<file path="src/rtl/arb_pkg.sv">
// Shared definitions for the stream arbiters: data width, FSM encoding and
// the ceiling-log2 helper used to size index and counter fields.
package arb_pkg;

   localparam int DATA_W = 32;

   typedef enum logic {
      IDLE  = 1'b0,
      GRANT = 1'b1
   } arb_state_e;

   function automatic int clog2(input int n);
      int r;
      r = 0;
      while ((1 << r) < n) r++;
      return r;
   endfunction

endpackage

</file>
<file path="src/rtl/rr_pick.sv">
// Round-robin search: first set request strictly after the last pointer,
// wrapping, so the last winner gets the lowest priority.
module rr_pick #(
   parameter int NUM_SRC = 4,
   parameter int IDW     = 2
) (
   input  logic [NUM_SRC-1:0] req,
   input  logic [IDW-1:0]     last,
   output logic [IDW-1:0]     idx,
   output logic               any
);

   logic [IDW-1:0] cand;
   logic           found;

   always_comb begin
      idx   = '0;
      found = 1'b0;
      cand  = '0;
      for (int k = 1; k <= NUM_SRC; k++) begin
         cand = IDW'((int'(last) + k) % NUM_SRC);
         if (!found && req[cand]) begin
            idx   = cand;
            found = 1'b1;
         end
      end
   end

   assign any = |req;

endmodule

</file>
<file path="src/rtl/stream_fifo_arbiter.sv">
// Merges NUM_SRC first-word-fall-through sources into one FWFT stream with
// round-robin grants capped at MAX_BURST words and optional source tagging.
//
//   state | meaning
//   IDLE  | no grant; pick next requester after last, no reads
//   GRANT | zero-latency pass-through from source grant_id
module stream_fifo_arbiter import arb_pkg::*; #(
   parameter int  NUM_SRC   = 4,
   parameter int  MAX_BURST = 16,
   parameter bit  TAG_EN    = 1'b0,
   localparam int IDW       = clog2(NUM_SRC)
) (
   input  logic                      BUS_CLK,
   input  logic                      RESET_N,
   input  logic [NUM_SRC-1:0]        SRC_EN,
   input  logic [NUM_SRC-1:0]        SRC_EMPTY,
   input  logic [DATA_W*NUM_SRC-1:0] SRC_DATA,
   output logic [NUM_SRC-1:0]        SRC_READ,
   input  logic                      FIFO_READ_NEXT_OUT,
   output logic                      FIFO_EMPTY_OUT,
   output logic [DATA_W-1:0]         FIFO_DATA_OUT,
   output logic [IDW-1:0]            GRANT_ID,
   output logic                      BUSY
);

   localparam int CW = clog2(MAX_BURST + 1);

   arb_state_e        state;
   logic              busy;
   logic [IDW-1:0]    grant_id;
   logic [IDW-1:0]    last;
   logic [CW-1:0]     burst_cnt;
   logic [NUM_SRC-1:0] req;
   logic [IDW-1:0]    pick_idx;
   logic              pick_any;
   logic              cur_empty;
   logic              pop;
   logic              at_limit;
   logic [DATA_W-1:0] src_words [NUM_SRC];

   assign req = SRC_EN & ~SRC_EMPTY;

   for (genvar i = 0; i < NUM_SRC; i++) begin : g_words
      assign src_words[i] = SRC_DATA[DATA_W*i +: DATA_W];
   end

   rr_pick #(.NUM_SRC(NUM_SRC), .IDW(IDW)) u_pick (
      .req  (req),
      .last (last),
      .idx  (pick_idx),
      .any  (pick_any)
   );

   // busy is part of the empty term so reset forces the stream empty at once
   assign cur_empty = ~busy | SRC_EMPTY[grant_id] | ~SRC_EN[grant_id];
   assign pop       = FIFO_READ_NEXT_OUT & ~cur_empty;
   assign at_limit  = ({1'b0, burst_cnt} + (CW+1)'(1)) >= (CW+1)'(MAX_BURST);

   always_comb begin
      FIFO_EMPTY_OUT     = cur_empty;
      SRC_READ           = '0;
      SRC_READ[grant_id] = pop;
      FIFO_DATA_OUT      = busy ? src_words[grant_id] : '0;
      if (TAG_EN && busy) FIFO_DATA_OUT[DATA_W-1 -: IDW] = grant_id;
   end

   always_ff @(posedge BUS_CLK or negedge RESET_N) begin
      if (!RESET_N) begin
         state     <= IDLE;
         busy      <= 1'b0;
         grant_id  <= '0;
         last      <= IDW'(NUM_SRC - 1);
         burst_cnt <= '0;
      end else begin
         case (state)
            IDLE: begin
               if (pick_any) begin
                  state     <= GRANT;
                  busy      <= 1'b1;
                  grant_id  <= pick_idx;
                  burst_cnt <= '0;
               end
            end
            GRANT: begin
               if (pop && burst_cnt != CW'(MAX_BURST)) burst_cnt <= burst_cnt + CW'(1);
               if ((pop && at_limit) || cur_empty) begin
                  state <= IDLE;
                  busy  <= 1'b0;
                  last  <= grant_id;
               end
            end
            default: begin
               state <= IDLE;
               busy  <= 1'b0;
            end
         endcase
      end
   end

   assign GRANT_ID = grant_id;
   assign BUSY     = busy;

endmodule

</file>
<file path="config.mk">
export PLATFORM = sky130hd
export DESIGN_NAME = stream_fifo_arbiter
export DESIGN_NICKNAME = d
export VERILOG_FILES = /design/src/rtl/arb_pkg.sv /design/src/rtl/rr_pick.sv /design/src/rtl/stream_fifo_arbiter.sv
export SDC_FILE = /design/constraint.sdc
export NUM_CORES = 1
export LEC_CHECK = 0
export CORE_MARGIN = 5
export CORE_UTILIZATION = 27
export DETAILED_ROUTE_END_ITERATION = 16
export HOLD_SLACK_MARGIN = 0.06
export PLACE_DENSITY = 0.75
export SLEW_MARGIN = 0
export SYNTH_ARGS = -nofsm -noshare
export SYNTH_HDL_FRONTEND = slang
export SYNTH_SLANG_ARGS = --single-unit
</file>
<file path="constraint.sdc">
create_clock -name BUS_CLK -period 2.3 [get_ports BUS_CLK]
set_clock_uncertainty 0.1 [all_clocks]
set_input_delay 0.575 -clock BUS_CLK [delete_from_list [all_inputs] [get_ports BUS_CLK]]
set_output_delay 0.575 -clock BUS_CLK [all_outputs]
set_load 0.01 [all_outputs]
</file>
==> impl_metrics.env, run 1 <==
export IMPL_wirelength_um=7950
export IMPL_areaGrowthSynthToFinish_pct=109
export IMPL_die_h_um=90.8
export IMPL_synthCells=162
export IMPL_dpl_hpwl_um=6710
export IMPL_cts_max_level=1
export IMPL_crit_type="reg -> out"
export IMPL_ys_warn_count=0
export IMPL_clock_sinks=11
export IMPL_cts_buffers=3
export IMPL_grt_pass1_vias=2310
export IMPL_avgViaCountPerCell=4.97
export IMPL_wire_per_inst_um=18.4
export IMPL_cp_start_kind="flip-flop"
export IMPL_hold_start="burst_cnt[0]"
export IMPL_p_per_area_nw_per_um2=880
export IMPL_fin_crit_sh=1.02
export IMPL_syn_area_um2=1760
export IMPL_tns_ps=-594
export IMPL_reg2reg_setup_slack_ps=340
export IMPL_crit_path_end_kind="primary output"
export IMPL_io_buffer_count=178
export IMPL_cts_hold_buf=0
export IMPL_synth_cell_types=41
export IMPL_worstPathMaxFanout=17
export IMPL_finalHoldViolations=0
export IMPL_cp_data_arrival_time_ps=1670
export IMPL_max_freq_mhz=426
export IMPL_drc=0
export IMPL_grt_pass1_wl_um=12200
export IMPL_layout_min_cycle_time_ps=2350
export IMPL_grt_usage=0.183
export IMPL_max_cap_violations=0
export IMPL_nets=496
export IMPL_grt_max_degree=20
export IMPL_peakVddDrop_mv=0.550
export IMPL_max_slew_margin=0.685
export IMPL_grt_overflow=0
export IMPL_antenna_found_initial=2
export IMPL_initial_core_util=0.277
export IMPL_cts_buffer_depth=2
export IMPL_hold_end="burst_cnt[0]"
export IMPL_synth_seq_area_share=0.158
export IMPL_die_w_um=90.8
export IMPL_dieArea_um2=8240
export IMPL_finalMaxSlewViolations=0
export IMPL_vias=2153
export IMPL_first_iter_violations=88
export IMPL_async_reset_ff_frac=1.00
export IMPL_timing_rr_end="last[1]"
export IMPL_crit_required_ps=1620
export IMPL_syn_num_nets=303
export IMPL_fp_coreArea_um2=6350
export IMPL_whs_path_depth=1
export IMPL_drive_gt1_frac=0.387
export IMPL_cts_tree="built"
export IMPL_rows=29
export IMPL_syn_avg_cell_area_um2=10.9
export IMPL_hp_class="reg -> reg"
export IMPL_worst_pin_slew_ps=470
export IMPL_root_buffer="clkbuf_8"
export IMPL_reg2reg_from="GRANT_ID[1]"
export IMPL_violations="negative setup slack"
export IMPL_setup_viol=26
export IMPL_gp_congestion=0.831
export IMPL_status="finished with violations"
export IMPL_drtAntennaViolNets=0
export IMPL_whs_ps=478
export IMPL_synth_edff_count=0
export IMPL_leakage_nw=1.76
export IMPL_finalPower_mw=3.24
export IMPL_worstRegToRegCells=5
export IMPL_ys_ff_latch=11
export IMPL_pin_count=179
export IMPL_dr_pass1_iters=4
export IMPL_rsz0062_at_grt="true"
export IMPL_worstSkewPairLatency_ps=240
export IMPL_path_clk_slew_ps=50
export IMPL_fin_ws_ps=-46.7
export IMPL_synth_flop_cell="dfrtp_1"
-- kinds of logic after synthesis --
kind of cell | Yosys count | share of synthesized area
buffers and inverters | 19 | 0.0497
xor gates and xnor gates | 1 | 0.00497
and+or+nand+nor | 71 | 0.229
adders and majority gates | 2 | 0.0142
DFF | 11 | 0.158
muxes | 39 | 0.458
AOI/OAI and AO/OA | 19 | 0.0867
-- registers in the layout (all words and copies together) (netlist names) --
| name | count |
|---|---|
| BUSY | 1 |
| GRANT_ID | 2 |
| burst_cnt | 5 |
| last | 2 |
| state | 1 |
-- cell type report --
type                            count  area [µm²]
Clock buffer                        4        45.0
Antenna cell                        2        5.00
Tap cell                           77        96.3
Inverter                            6        22.5
Timing Repair Buffer              201        1740
Multi-Input combinational cell    132        1500
Fill cell                         613        2670
Sequential cell                    11         279
-- synthesized netlist by cell type (2+ instances only) --
cell type,n,area (µm²)
nor3_1,4,20.0
dfrtp_1,9,225
nor2_1,8,30.0
a31oi_1,3,18.8
o41ai_1,2,17.5
inv_1,5,18.8
and2_1,32,200
nor2b_1,4,25.0
mux2i_1,3,30.0
nand3_1,3,15.0
ha_1,2,25.0
a21oi_1,2,10.0
buf_2,4,20.0
nand2b_1,3,18.8
mux2_1,3,33.8
nand4_1,2,12.5
o21ai_0,3,15.0
nand2_1,9,33.8
clkbuf_1,6,22.5
mux4_2,33,743
dfstp_2,2,52.6
-- cells in the final DEF (no fill, tap or decap), types with 3 or more instances in the layout --
master | synthesis | final
and2_4 | 0 | 16
mux4_2 | 33 | 33
nor2_1 | 8 | 8
mux2_1 | 3 | 3
buf_4 | 1 | 19
nor3_2 | 0 | 4
a31oi_1 | 3 | 3
buf_2 | 4 | 27
clkdlybuf4s50_1 | 0 | 5
clkbuf_8 | 0 | 3
dfrtp_1 | 9 | 8
nand2_1 | 9 | 9
inv_1 | 5 | 5
buf_6 | 1 | 18
nor2b_4 | 0 | 4
buf_12 | 0 | 3
dlygate4sd2_1 | 0 | 128
o21ai_0 | 3 | 3
and2_1 | 32 | 16
mux2i_1 | 3 | 3
nand2b_1 | 3 | 3
-- per-stage QoR --
| step | instance area, µm² | setup slack [ps] | instances | util |
|---|---|---|---|---|
| 6_report | 3680 | -46.7 | 433 | 0.580 |
| 3_3_place_gp | 3790 | -719 | 424 | 0.597 |
| 5_1_grt | 3680 | -112 | 433 | 0.580 |
| 4_1_cts | 3590 | -58.8 | 428 | 0.565 |
| 3_5_place_dp | 3790 | -799 | 424 | 0.597 |
| 2_1_floorplan | 1790 | -33.6 | 162 | - |
-- timing repair --
item	4_1_cts	5_1_grt
hold endpoints to repair	0	0
gates cloned	0	1
pin swaps	35	4
buffers inserted	0	2
endpoints found under the setup margin	39	37
resized for setup	335	15
-- worst max-delay path, stage by stage (launching register included) --
cell and delay, ps:
dfrtp_2 440, buf_12 200, mux4_2 520, and2_4 160, buf_6 110
-- power by group --
group	total, mW	leakage [nW]	internal [mW]	switching (mW)
Sequential	0.394	0.136	0.274	0.119
Clock	0.195	0.0228	0.122	0.0734
Combinational	2.65	1.60	1.59	1.06
Total	3.24	1.76	1.99	1.25
-- metal layers --
| metal | routed length, µm | track usage |
|---|---|---|
| met3 | 585 | 0.0392 |
| met4 | 93 | 0.0403 |
| met5 | 0 | 0 |
| met1 | 3110 | 0.216 |
| met2 | 4160 | 0.338 |
-- worst max path at each step --
| stage | start | endpoint | slack (ps) | depth (start not counted) |
|---|---|---|---|---|
| after global placement | SRC_EN[1] | SRC_READ[2] | -720 | 6 |
| final | GRANT_ID[0] | FIFO_DATA_OUT[26] | -50 | 4 |
| after CTS | GRANT_ID[0] | FIFO_DATA_OUT[0] | -60 | 4 |
| after detailed placement | SRC_EN[1] | SRC_READ[1] | -800 | 6 |
| after global routing | GRANT_ID[0] | FIFO_DATA_OUT[8] | -110 | 4 |
| after floorplan | GRANT_ID[0] | FIFO_DATA_OUT[10] | -30 | 4 |
Note: power is estimated with default switching activity, not from simulation.
==> run 2: changes to the inputs <==
Settings changed: CORE_AREA from default to 5 5 67 69, CORE_MARGIN 5 to default, CORE_UTILIZATION 27 to default, DIE_AREA from default to 0 0 72 74, DONT_BUFFER_PORTS from default to 1, PLACE_DENSITY 0.75 to 0.6.
==> run 2 against run 1 <==
The flow now finishes without violations. First-iteration DRC count decreased by 20%. Hold slack got worse by 400 ps. Sequential power decreased by 5.8%. Die area decreased by 35%. Sequential share of layout area increased by 5.7 points. Final area decreased by 43%. Combinational power decreased by 22%. Critical path type unchanged. Largest cell class is now multi-input combinational cells. Largest power group unchanged.
==> impl_metrics.env, run 2 (same netlist as run 1, synthesis figures left out) <==
export IMPL_status="finished, final reports clean"
export IMPL_max_freq_mhz=441
export IMPL_rows=23
export IMPL_gp_congestion=0.839
export IMPL_cts_max_level=1
export IMPL_crit_required_ps=1620
export IMPL_root_buffer="clkbuf_8"
export IMPL_timing_rr_end="last[0]"
export IMPL_rsz0062_at_grt="true"
export IMPL_wirelength_um=6280
export IMPL_p_int_mw=1.51
export IMPL_critPathSlowestCell="mux4_2"
export IMPL_finalHoldViolations=0
export IMPL_drive_gt1_frac=0.550
export IMPL_pin_count=179
export IMPL_drc=0
export IMPL_cts_buffers=3
export IMPL_vias=1505
export IMPL_crit_type="reg -> out"
export IMPL_p_sw_frac=0.427
export IMPL_grt_usage=0.214
export IMPL_slowest_delay_ps=510
export IMPL_grt_pass1_vias=1546
export IMPL_grt_pass1_wl_um=8690
export IMPL_leakage_nw=0.791
export IMPL_largest_reg_flops=5
export IMPL_cp_cell_sequence="clkbuf_16 -> mux4_2 -> and2_4"
export IMPL_drtAntennaViolNets=0
export IMPL_die_w_um=72
export IMPL_setup_viol=0
export IMPL_finalNonFillerCells=219
export IMPL_worstRegToRegCells=6
export IMPL_p_switching_mw=1.12
export IMPL_dr_pass1_iters=4
export IMPL_worstSkewPairLatency_ps=240
export IMPL_clockPowerShare=0.074
export IMPL_areaGrowthSynthToFinish_pct=19.5
export IMPL_p_per_area_nw_per_um2=1250
export IMPL_nets=311
export IMPL_worst_pin_slew_ps=486
export IMPL_dp_cells=210
export IMPL_cp_data_arrival_time_ps=1590
export IMPL_avgViaCountPerCell=6.87
export IMPL_fin_crit_sh=0.985
export IMPL_regMostFlops="burst_cnt"
export IMPL_cts_tree="built"
export IMPL_clock_sinks=11
export IMPL_io_buffer_count=0
export IMPL_worstPathMaxFanout=12
export IMPL_crit_path_end_kind="primary output"
export IMPL_antenna_found_initial=1
export IMPL_crit_buf_inv=1
export IMPL_die_h_um=74
export IMPL_final_common_cell="mux4_2"
export IMPL_dieArea_um2=5330
export IMPL_fp_coreArea_um2=3860
export IMPL_cts_buffer_depth=2
export IMPL_initial_core_util=0.457
export IMPL_tns_ps=0
export IMPL_critical_path_top_delay_family="multiplexers"
export IMPL_layout_min_cycle_time_ps=2270
export IMPL_first_iter_violations=70
export IMPL_reg2reg_setup_slack_ps=190
export IMPL_cp_start_kind="flip-flop"
export IMPL_max_slew_margin=0.673
export IMPL_grt_max_degree=34
export IMPL_layout_common_cells="mux4_2 (33), and2_4 (25), buf_4 (12)"
export IMPL_peakVddDrop_mv=0.580
export IMPL_dpl_hpwl_um=5390
export IMPL_finalPower_mw=2.63
export IMPL_hp_class="in -> async"
export IMPL_comb_power_share=0.785
export IMPL_finalMaxSlewViolations=0
export IMPL_wire_per_inst_um=28.7
export IMPL_reg2reg_from="GRANT_ID[1]"
export IMPL_max_cap_violations=0
export IMPL_grt_overflow=0
export IMPL_seqPwrFrac=0.141
export IMPL_diodes=0
export IMPL_path_clk_slew_ps=50
export IMPL_crit_cells=3
## run 2: cell types whose count changed in the layout (fill, tap and decap cells not counted), sizes merged
| cell | previous run | this run |
|---|---|---|
| buf | 67 | 14 |
| dlygate4sd3 | 0 | 1 |
| dlygate4sd2 | 128 | 0 |
| diode | 2 | 0 |
| clkinvlp | 0 | 1 |
| inv | 6 | 5 |
| clkdlybuf4s50 | 5 | 0 |
## run 2: what timing repair did
action | in CTS | in global routing
hold buffers | 1 | 0
endpoints found under the setup margin | 4 | 30
hold endpoints to repair | 9 | 0
gates cloned | 0 | 1
pin swaps | 1 | 1
resized for setup | 13 | 24
buffers inserted | 2 | 1
## run 2: stage by stage
step	hold WS, ps	cell area, µm²	worst slack, ps	util
after global routing	71.6	2100	-20.9	0.546
after global placement	180	1880	67.5	0.488
after floorplan	179	1790	-33.6	-
final	81.1	2100	34.8	0.546
after detailed placement	180	1880	8.60	0.488
after CTS	78.3	2010	3.40	0.521
## run 2: per-layer routing
layer	global-route usage	vias to the layer above	part of all wire
met1	0.264	742	0.35
met2	0.363	101	0.53
met4	0.0522	2	0.020
li1	-	646	-
met5	0	-	0.0018
met3	0.0757	14	0.098
## run 2: power groups by stage
| stage | logic [mW] | registers (mW) | clock network [mW] |
|---|---|---|---|
| detailed placement | 1.73 | 0.357 | 0 |
| CTS | 1.84 | 0.358 | 0.198 |
| global route | 2.21 | 0.383 | 0.208 |
| global placement | 1.69 | 0.353 | 0 |
| finish | 2.07 | 0.371 | 0.195 |
| floorplan | 1.43 | 0.352 | 0 |
## run 2: worst max path at each step
| stage | slack (ps) | to | start |
|---|---|---|---|
| 6_report | 30 | FIFO_DATA_OUT[18] | GRANT_ID[0] |
| 3_5_place_dp | 9 | SRC_READ[1] | SRC_EN[1] |
| 5_1_grt | -20 | FIFO_DATA_OUT[9] | GRANT_ID[0] |
| 3_3_place_gp | 70 | SRC_READ[3] | SRC_EN[1] |
| 4_1_cts | 3 | FIFO_DATA_OUT[9] | GRANT_ID[0] |
| 2_1_floorplan | -30 | FIFO_DATA_OUT[10] | GRANT_ID[0] |
## run 2: cell type report
| type | count | area, µm² |
|---|---|---|
| clock buffers | 4 | 45.0 |
| well taps | 50 | 62.6 |
| fillers | 349 | 1750 |
| flip-flops and latches | 11 | 279 |
| multi-input cells | 132 | 1520 |
| repair buffers | 16 | 165 |
| inverters | 6 | 28.8 |
==> run 3: changes to the inputs <==
Settings changed: CORE_AREA 5 5 67 69 to default, CORE_MARGIN from default to 5, CORE_UTILIZATION from default to 27, DIE_AREA 0 0 72 74 to default, DONT_BUFFER_PORTS 1 to default, PLACE_DENSITY 0.6 to 0.75.
==> results of run 3 <==
Final layout, timing and power as in run 1 (identical DEF).
==> variant: new RTL, settings of run 3 <==
The parameter `TAG_EN` goes from 1'b0 to 1'b1.
--- a/src/rtl/stream_fifo_arbiter.sv
+++ b/src/rtl/stream_fifo_arbiter.sv
@@ -7,7 +7,7 @@
 module stream_fifo_arbiter import arb_pkg::*; #(
    parameter int  NUM_SRC   = 4,
    parameter int  MAX_BURST = 16,
-   parameter bit  TAG_EN    = 1'b0,
+   parameter bit  TAG_EN    = 1'b1,
    localparam int IDW       = clog2(NUM_SRC)
 ) (
    input  logic                      BUS_CLK,
Function: changed (Yosys sat finds a counterexample within 4 cycles, from zero or initial values and one cycle with RESET_N low).
==> variant against run 3 <==
  * The flow still finishes with violations (negative setup slack)
  * Synthesized cell count decreased by 3.1%
  * Utilization is 1.6 points higher
  * Die area fell by 2.1%
  * Sequential cell count unchanged
  * Routed wire length rose by 2.8%
  * Power rose by 8.3%
  * Design area increased by 1.6%
  * Worst hold slack got worse by 33 ps
  * Critical path type is now in2out
  * Area after synthesis fell by 2.4%
  * Setup slack worse by 5.9 ps
  * Largest power group unchanged
==> variant: results (changes against run 3) <==
- Initial drt markers: 53 (-40%)
- Dpl cells: 410 (-3.3%)
- Final net count: 490 (-1.2%)
- Compound-gate portion of the synthesized area: 10.1% (+1.5 points)
- Num CTS Buffers: 3 (unchanged)
- Total nets after synthesis: 298 (-1.7%)
- Net Sw Power: 0.00130 W (+4.0%)
- Fill count: 571 (-6.9%)
- Seq pwr: 0.000353 W (-10%)
- Initial antenna violation count: 0 (-2)
- First-pass GRT wire length: 12.2 mm (-0.16%)
- Maximum fanout along the worst path: 4 (-13)
- Post-synthesis mux area share: 45.4% (-0.39 points)
- Status: complete, but fails checks
- Xor/xnor share of the synthesized area: 0.509% (+0.012 points)
- Post-CTS sizing: 320 (-4.5%)
- Synthesized area per cell: 10.9 sq um (+0.69%)
- Largest Register: burst_cnt
- Setup crit end: SRC_READ[1]
- Worst R2R Setup Slack: 300 ps (-40 ps)
- Final GP Congestion: 0.861 (+3.7%)
- Reg-to-reg endpoint: last[0]
- Sequential share of the synthesized area: 16.2% (+0.39 points)
- Setup ws final: -52.6 ps (-5.94 ps)
- Top cells by area, synth: mux4_2 37%, dfrtp_1 13%, and2_1 12%, mux4_1 4.6%, dfstp_2 3.1%
- Adder-cell share of the synthesized area: 1.46% (+0.035 points)
- Worst-Margin Slew: 506 ps (+35.5 ps)
- Global Route Usage Sum: 18.5% (+0.13 points)
- Final setup fails: 33 (+27%)
- Hold path startpoint: burst_cnt[0]
- Final wirelength: 8.17 mm (+2.8%)
- Synth Flop Type: dfrtp_1
- Worst hold endpoint: burst_cnt[0]
- Routed WL per cell: 19.2 um (+4.5%)
- Vias: 2138 (-0.70%)
- HPWL Detailed: 6.48 mm (-3.5%)
- Post-synth cell types: 38 (-7.3%)
- Total power: 0.00351 W (+8.3%)
- IO buf count: 170 (-4.5%)
- Worst Hold Slack: 445 ps (-33.1 ps)
- Failing checks: negative setup slack
- Static Leak: 1.78 nW (+1.0%)
- Vias in the first global route: 2241 (-3.0%)
- Post-synth top cells: 32 x and2_1, 28 x mux4_2, 9 x dfrtp_1, 8 x nand2_1, 8 x nor2_1
- Share of layout cells above drive strength 1: 42.0% (+3.3 points)
- Clk slew on worst S/H paths: 50 ps (about the same)
- Logic pwr share: 84.4% (+2.6 points)
- Postcts setup bufs: 2 (+2)
- CTS root buffer: clkbuf_8
- Maximum VDD drop: 0.583 mV (+6.1%)
- Pin count of the biggest net entering global routing: 37 (+85%)
- Critical path origin: SRC_EN[2]
- Async SR Flop Fraction: 100% (unchanged)
- Yosys warnings: 0 (unchanged)
- Drt pass-1 iters: 4 (unchanged)
- Max reg flops: 5 (unchanged)
- Longest Clk Path Bufs: 2 (unchanged)
==> variant: stage by stage <==
step | worst slack (ps) | TNS, ps | instance area [sq um]
final | -52.6 | -894 | 3740
after global routing | -103 | -2450 | 3740
after CTS | -72.6 | -1130 | 3450
after detailed placement | -863 | -19380 | 3640
after global placement | -771 | -18320 | 3640
after floorplan | -32.3 | -129 | 1720
==> variant: area by class of cell <==
type	count	share of cell area, %
antenna	1	0.0669
clock buffer	3	1.10
clock inverter	1	0.134
inverter	5	0.702
multi-input combinational	129	38.8
sequential	11	7.52
tap	77	2.57
timing repair buffer	199	49.0
==> variant: worst max-delay path, cell delays in order <==
cell and delay (ps):
buf_6 90, and2b_1 160, mux4_2 520, nand3_4 130, nor3_2 50, buf_2 140
==> variant: per-layer routing <==
layer  up-vias  track usage (%)  wire length [um]  share of wire [%]
met5         -                0                 0                  0
met4         0             1.01                55               0.67
met3         4             4.84               599                7.3
met2        95             35.4              4540                 56
met1      1045             21.3              2980                 36
li1        994                -                 -                  -
